File: config.mk
export PLATFORM = sky130hd
export DESIGN_NAME = pipeline_control
export DESIGN_NICKNAME = d
export VERILOG_FILES = /design/src/rtl/pipeline_control.sv
export SDC_FILE = /design/constraint.sdc
export NUM_CORES = 1
export LEC_CHECK = 0
export CORE_UTILIZATION = 50
export DETAILED_ROUTE_END_ITERATION = 12
export PLACE_DENSITY = 0.84
export SYNTH_ARGS = -nofsm -noshare
export SYNTH_HDL_FRONTEND = slang
export SYNTH_SLANG_ARGS = --single-unit
File: constraint.sdc
create_clock -name i_clk -period 3.2 [get_ports i_clk]
set_input_delay 0.64 -clock i_clk [delete_from_list [all_inputs] [get_ports i_clk]]
set_output_delay 0.64 -clock i_clk [all_outputs]
set_load 0.01 [all_outputs]
File: src/rtl/pipeline_control.sv
// Pipeline sequencing and hazard control: run/step/drain FSM, load-use stall
// detection, branch flush, halt retirement and an enabled-cycle counter.
module pipeline_control #(
  parameter int unsigned NB_REG_ADDR  = 5,
  parameter int unsigned NB_CYCLE     = 32,
  parameter int unsigned DRAIN_CYCLES = 4
) (
  input  logic                   i_clk,
  input  logic                   i_rst,
  input  logic                   i_start,
  input  logic                   i_mode,
  input  logic                   i_step,
  input  logic                   i_halt_decoded,
  input  logic                   i_branch_taken,
  input  logic                   i_id_ex_mem_read,
  input  logic [NB_REG_ADDR-1:0] i_id_ex_rt,
  input  logic [NB_REG_ADDR-1:0] i_if_id_rs,
  input  logic [NB_REG_ADDR-1:0] i_if_id_rt,
  output logic                   o_pipe_enable,
  output logic                   o_pc_write,
  output logic                   o_if_id_write,
  output logic                   o_if_id_flush,
  output logic                   o_id_ex_bubble,
  output logic                   o_running,
  output logic                   o_done,
  output logic [NB_CYCLE-1:0]    o_cycle_count
);

  localparam int unsigned NB_DRAIN = (DRAIN_CYCLES > 1) ? $clog2(DRAIN_CYCLES) : 1;
  localparam logic [NB_DRAIN-1:0] DRAIN_LOAD = NB_DRAIN'(DRAIN_CYCLES - 1);

  typedef enum logic [2:0] {
    ST_IDLE,
    ST_RUN,
    ST_STEP_WAIT,
    ST_STEP_EXEC,
    ST_DRAIN,
    ST_DONE
  } state_e;

  state_e               state_q, state_d;
  logic [NB_DRAIN-1:0]  drain_cnt_q, drain_cnt_d;
  logic [NB_CYCLE-1:0]  cycle_q, cycle_d;
  logic                 load_use;

  // Load-use hazard: a load in EX writes a non-zero register read by ID.
  always_comb begin
    load_use = i_id_ex_mem_read && (i_id_ex_rt != '0) &&
               ((i_id_ex_rt == i_if_id_rs) || (i_id_ex_rt == i_if_id_rt));
  end

  // Next-state and combinational stage controls.
  always_comb begin
    state_d        = state_q;
    drain_cnt_d    = drain_cnt_q;
    o_pipe_enable  = 1'b0;
    o_pc_write     = 1'b0;
    o_if_id_write  = 1'b0;
    o_if_id_flush  = 1'b0;
    o_id_ex_bubble = 1'b0;
    case (state_q)
      ST_IDLE: begin
        if (i_start) state_d = i_mode ? ST_STEP_WAIT : ST_RUN;
      end
      ST_RUN, ST_STEP_EXEC: begin
        o_pipe_enable = 1'b1;
        // Stall outranks halt and branch; a held halt is retried next cycle.
        if (load_use) begin
          o_id_ex_bubble = 1'b1;
        end else if (i_halt_decoded) begin
          o_if_id_write = 1'b1;
          o_if_id_flush = 1'b1;
          state_d       = ST_DRAIN;
          drain_cnt_d   = DRAIN_LOAD;
        end else begin
          o_pc_write    = 1'b1;
          o_if_id_write = 1'b1;
          o_if_id_flush = i_branch_taken;
        end
        if ((state_q == ST_STEP_EXEC) && (state_d != ST_DRAIN)) state_d = ST_STEP_WAIT;
      end
      ST_STEP_WAIT: begin
        if (i_step) state_d = ST_STEP_EXEC;
      end
      ST_DRAIN: begin
        o_pipe_enable = 1'b1;
        o_if_id_write = 1'b1;
        o_if_id_flush = 1'b1;
        if (drain_cnt_q == '0) state_d = ST_DONE;
        else drain_cnt_d = drain_cnt_q - NB_DRAIN'(1);
      end
      ST_DONE: begin
        state_d = ST_DONE;
      end
      default: begin
        state_d = ST_IDLE;
      end
    endcase
  end

  // Saturating count of enabled cycles.
  always_comb begin
    cycle_d = cycle_q;
    if (o_pipe_enable && (cycle_q != '1)) cycle_d = cycle_q + NB_CYCLE'(1);
  end

  // State, drain counter and cycle counter registers with synchronous reset.
  always_ff @(posedge i_clk) begin
    if (!i_rst) begin
      state_q     <= ST_IDLE;
      drain_cnt_q <= '0;
      cycle_q     <= '0;
    end else begin
      state_q     <= state_d;
      drain_cnt_q <= drain_cnt_d;
      cycle_q     <= cycle_d;
    end
  end

  // Status flags decoded from the state register.
  always_comb begin
    o_running     = (state_q != ST_IDLE) && (state_q != ST_DONE);
    o_done        = (state_q == ST_DONE);
    o_cycle_count = cycle_q;
  end

endmodule

; ---- After elaboration in Yosys (flattened, before gate mapping)
; Index checks and enable logic that the tools add are counted.
[totals]
output_inout_bits = 39
register_bits = 37
in_bits = 23
word_cells = 60
[classes]
mux = 24
n_addsub = 2
n_eq_ne = 16
reduce_logical = 15
[ops]
columns = operator, n
row1 = "adder 32 x 1 -> 32 bit, second input constant", 1
row2 = "!= test 32 bit, second input constant", 1
row3 = two-way mux 3 bit, 7
row4 = one-hot mux 3 bit (5 select lines), 1
row5 = "!= test 2 bit, second input constant", 6
row6 = == test 5 bit, 2
row7 = two-way mux 1 bit, 9
row8 = two-way mux 2 bit, 4
row9 = "== test 3 x 2 -> 1 bit, second input constant", 2
row10 = "== test 3 bit, second input constant", 2
row11 = "!= test 3 bit, second input constant", 2
row12 = logical AND 1 bit, 5
row13 = nonzero test 5 bit, 1
row14 = one-hot mux 1 bit (2 select lines), 2
row15 = one-hot mux 2 bit (2 select lines), 1
row16 = AND reduction 4 bit, 1
row17 = "== test 3 x 1 -> 1 bit, second input constant", 1
row18 = zero test 3 bit, 1
row19 = AND reduction 3 bit, 1
row20 = nonzero test 3 bit, 1
row21 = OR reduction 3 bit, 1
row22 = zero test 2 bit, 1
row23 = nonzero test 2 bit, 1
row24 = OR reduction 2 bit, 1
row25 = 2 further kinds, 2

; ---- Longest topological paths before layout
; Gate-level depths: netlist of run 1.
[logic_depth]
word_depth = 9
ltp_mapped = 8
depth_no_buf = 7

; ---- Worst setup path after synthesis of run 1
; Ideal clock, no wire load.
[synth_timing]
kind = input port to output port
start = input port i_id_ex_rt[1]
end = output port o_if_id_flush
t_arrival_ns = 1.786
required_ns = 2.560
path_stages = 4
n_path_buf = 0
setup_slack_ns = 0.774
path_cell_list = or4_1 > o21ai_0 > o21ai_0 > o22ai_1
[synth_via]
elab_chain_len = 5
elab_cells_between_ends = 8
classes_between = eq/ne: 2 / mux: 2 / reduce/logical: 4
[synth_lines]
columns = item, line
row1 = from (decl), 16  ; input logic [NB_REG_ADDR-1:0] i_id_ex_rt,
row2 = == test 5 bit / nonzero test 5 bit (equally long branches), "49, 48"
row3 = logical OR 1 bit / logical AND 1 bit (equally long branches), "49, 48"
row4 = logical AND 1 bit *, 48  ; load_use = i_id_ex_mem_read && (i_id_ex_rt != '0) &&
row5 = two-way mux 1 bit *, 68  ; if (load_use) begin
row6 = one-hot mux 1 bit (2 select lines) *, 61  ; case (state_q)
row7 = to (decl), 22  ; output logic o_if_id_flush,
; Every way passes the cells marked *; elsewhere a longest branch is shown, timed or not.

; ---- Worst setup path after layout of run 1
[layout_timing]
start = input port i_id_ex_rt[2]
end = output port o_id_ex_bubble
[layout_via]
elab_chain_len = 5
elab_cells_between_ends = 8
classes_between = eq/ne: 2 / mux: 2 / reduce/logical: 4
[layout_lines]
columns = item, line
row1 = == test 5 bit / nonzero test 5 bit (equally long branches), "49, 48"
row2 = logical OR 1 bit / logical AND 1 bit (equally long branches), "49, 48"
row3 = logical AND 1 bit *, 48
row4 = two-way mux 1 bit *, 68
row5 = two-way mux 1 bit *, 61
row6 = to (decl), 23  ; output logic o_id_ex_bubble,
; Marks and branches as above.

==> reports/metrics.csv, run 1 <==
stage,metric,value,unit
global_route,vias in the first global route,1980,
setup_path,critical path data required time,2560,ps
sta,Final period util,94.5,%
clock_tree,CTS tree,done,
setup_path,Worst Setup Start Kind,input pin,
global_route,grt total ovfl,0,
yosys,yosys warns,0,
placement,Post-DP HPWL,3840,um
global_route,global-route wire length before repair,8670,um
sta,FMAX,0.331,GHz
floorplan,die area,0.00440,mm2
finish,final core occ,70.9,%
yosys,synth unique cells,42,
yosys,ys flop type,dfxtp_1,
global_route,largest net degree at the start of global routing,31,
drt,routed wire length,5360,um
finish,nets,347,
setup_path,CP endpoint kind,output pin,
yosys,synth cell count leaders,"37 x dfxtp_1, 24 x a21oi_1, 23 x o21ai_0, 17 x nand2_1",
finish,Area Growth Syn to Fin,37.1,%
sta,RSZ-0062 raised after global routing,false,
job,max-cap viol count,0,
sta,Final WS setup,175,ps
clock_tree,H-Tree Level Count,2,
run_status,status,"complete, no violations",
clock_tree,TritonCTS buffer count,5,
floorplan,Rows,23,
clock_tree,"CTS clk-pin slew, worst paths",70,ps
finish,share of layout cells above drive strength 1,8.36,%
floorplan,Initial Util,51.7,%
floorplan,DIE HEIGHT,66.3,um
sta,"Slew Viols, Final",0,
yosys,Mapped Nets,283,
yosys,ys async rst share,0,%
sta,Slew @ Worst Pin,961,ps
setup_path,Crit Path Max Fanout,3,
drt,first-iteration detailed-routing DRC count,161,
clock_tree,root buf cell,clkbuf_8,
hold_path,Hold Path Origin,o_cycle_count[11],
sta,crit path time final,3030,ps
drt,vias post-DR,2173,
yosys,Synth top area share,35.8,%
setup_path,R2R Path Start,o_cycle_count[0],
drt,vias per cell,5.83,
hold_path,min-delay worst type,reg2reg,
power,maximum VDD drop,0.182,mV
placement,Port Buffers,61,
yosys,post-synthesis sequential area ratio,35.8,%
clock_tree,hold_buf cts,0,
yosys,Mapped Cells,258,
clock_tree,CTS sink cnt,37,
drt,Post-route DRC,0,
sta,setup TNS,0,ps
yosys,"area leader, netlist",dfxtp_1,
floorplan,Core ar.,0.00400,mm2
clock_tree,Max clock buf depth,2,
yosys,Synth Cell Area,0.00207,mm2
yosys,"EDFF count, synth",0,
placement,Placed Instances,365,
yosys,"count leader, synth",dfxtp_1,
global_route,All-Layer GR Usage,25.4,%
sta,final setup fails,0,
setup_path,Setup CP Type,in2out,
floorplan,Die W,66.3,um
yosys,largest cells by area after synthesis,"dfxtp_1 36%, a21oi_1 5.8%, o21ai_0 5.6%",
yosys,syn avg cell area,8.02,um2
clock_tree,worst-skew pair later-pin latency,290,ps
placement,DP Worst Slack,-152,ps
drt,antenna-violating nets left,0,
power,leakage,0.934,nW
drt,wire per inst,14.4,um
placement,GPL Wtd Cong,0.873,
sta,Setup Skew,9.20,ps
yosys,register bit total from synthesis,37,
sta,relative slew slack,35.9,%
sta,worst hold margin,499,ps
power,P per Cell Area,384,mW/mm2
floorplan,I/O pin count,62,
global_route,antenna violations before repair,0,
drt,Initial DRT Pass Iterations,4,
sta,final-report hold violation count,0,
setup_path,Worst EP arrival,2390,ps
finish,Finished Layout Cells,373,
finish,n_diodes,0,
setup_path,crit path from,i_id_ex_rt[2],
## sequential cells by signal, indices dropped and copies added (netlist names)
| name | flops |
|---|---|
| o_cycle_count | 32 |
| state_q | 3 |
| drain_cnt_q | 2 |
## worst max-delay path, stage by stage
cell and delay [ps]:
clkdlybuf4s50_1 490, or4_4 550, o21ai_2 150, buf_4 130, or2_2 100, nor2_1 40
dlygate4sd2_1 280
## stage by stage
stage,instance area (um2),power [W]
3_3_place_gp,2740,0.000782
4_1_cts,2830,0.00109
3_5_place_dp,2740,0.000792
5_1_grt,2840,0.00114
6_report,2840,0.00109
2_1_floorplan,2070,0.000668
## cell type report
class / count / area [um2]
clock inverter: 2 / 10.0
timing repair buffer: 68 / 662
tap: 50 / 62.6
fill: 356 / 1160
inverter: 9 / 33.8
multi-input combinational: 201 / 1260
clock buffer: 6 / 72.6
sequential: 37 / 741
## cell families (layout without fill, tap and decap cells)
group | after synthesis | in the layout | share of synthesized area [%]
buf+inv | 20 | 85 | 4.11
simple gates | 112 | 112 | 30.3
flops | 37 | 37 | 35.8
fa+ha+maj | 2 | 2 | 1.21
mux | 3 | 3 | 1.45
xor+xnor | 16 | 16 | 6.77
compound gates | 68 | 68 | 20.4
## layout by cell type (no fill, tap or decap), types with 4 or more instances in the layout
cell type        instances
o31ai_1                  7
o21ai_0                 21
nand4_1                  7
nand2b_1                 6
dfxtp_1                 37
clkdlybuf4s50_1         57
nand2_1                 17
inv_1                    9
xnor2_1                  4
xor2_1                  12
nand3_1                 16
or4_1                   10
nor3_1                   5
clkbuf_8                 5
a21oi_1                 24
or2_2                    4
buf_4                    7
nor2_1                  16
or3_1                   16
## final timing paths
kind,to,slack [ps],cells past startpoint
worst max-delay path,o_id_ex_bubble,170,7
worst min-delay path,o_cycle_count[11],500,2
worst max register to register,o_cycle_count[15],520,7
worst min register to register,o_cycle_count[11],500,2
## timing repair
action,in CTS,in global routing
endpoints found under the setup margin,4,1
resized for setup,6,3
hold endpoints to repair,0,0
pin swaps,0,0
setup buffers,0,0
## metal layers
metal | vias to the layer above | wire, um | GRT usage [%]
li1 | 1086 | - | -
met1 | 1034 | 2310 | 30.9
met2 | 42 | 2770 | 44.4
met3 | 11 | 194 | 4.66
met4 | 0 | 78 | 8.78
met5 | - | 0 | 0
## power by group
group	internal (W)	total [W]	switching (W)
logic	0.000130	0.000264	0.000134
registers	0.000480	0.000517	0.0000370
clock network	0.000151	0.000310	0.000159
total	0.000761	0.00109	0.000329
Power figures use the tool's default switching activity.
==> inputs of run 2 (changes only) <==
--- a/config.mk
+++ b/config.mk
@@ -11,3 +11,4 @@
 export SYNTH_ARGS = -nofsm -noshare
 export SYNTH_HDL_FRONTEND = slang
 export SYNTH_SLANG_ARGS = --single-unit
+export TNS_END_PERCENT = 1
==> results of run 2 <==
No change in the layout: final DEF, timing and power equal those of run 1.
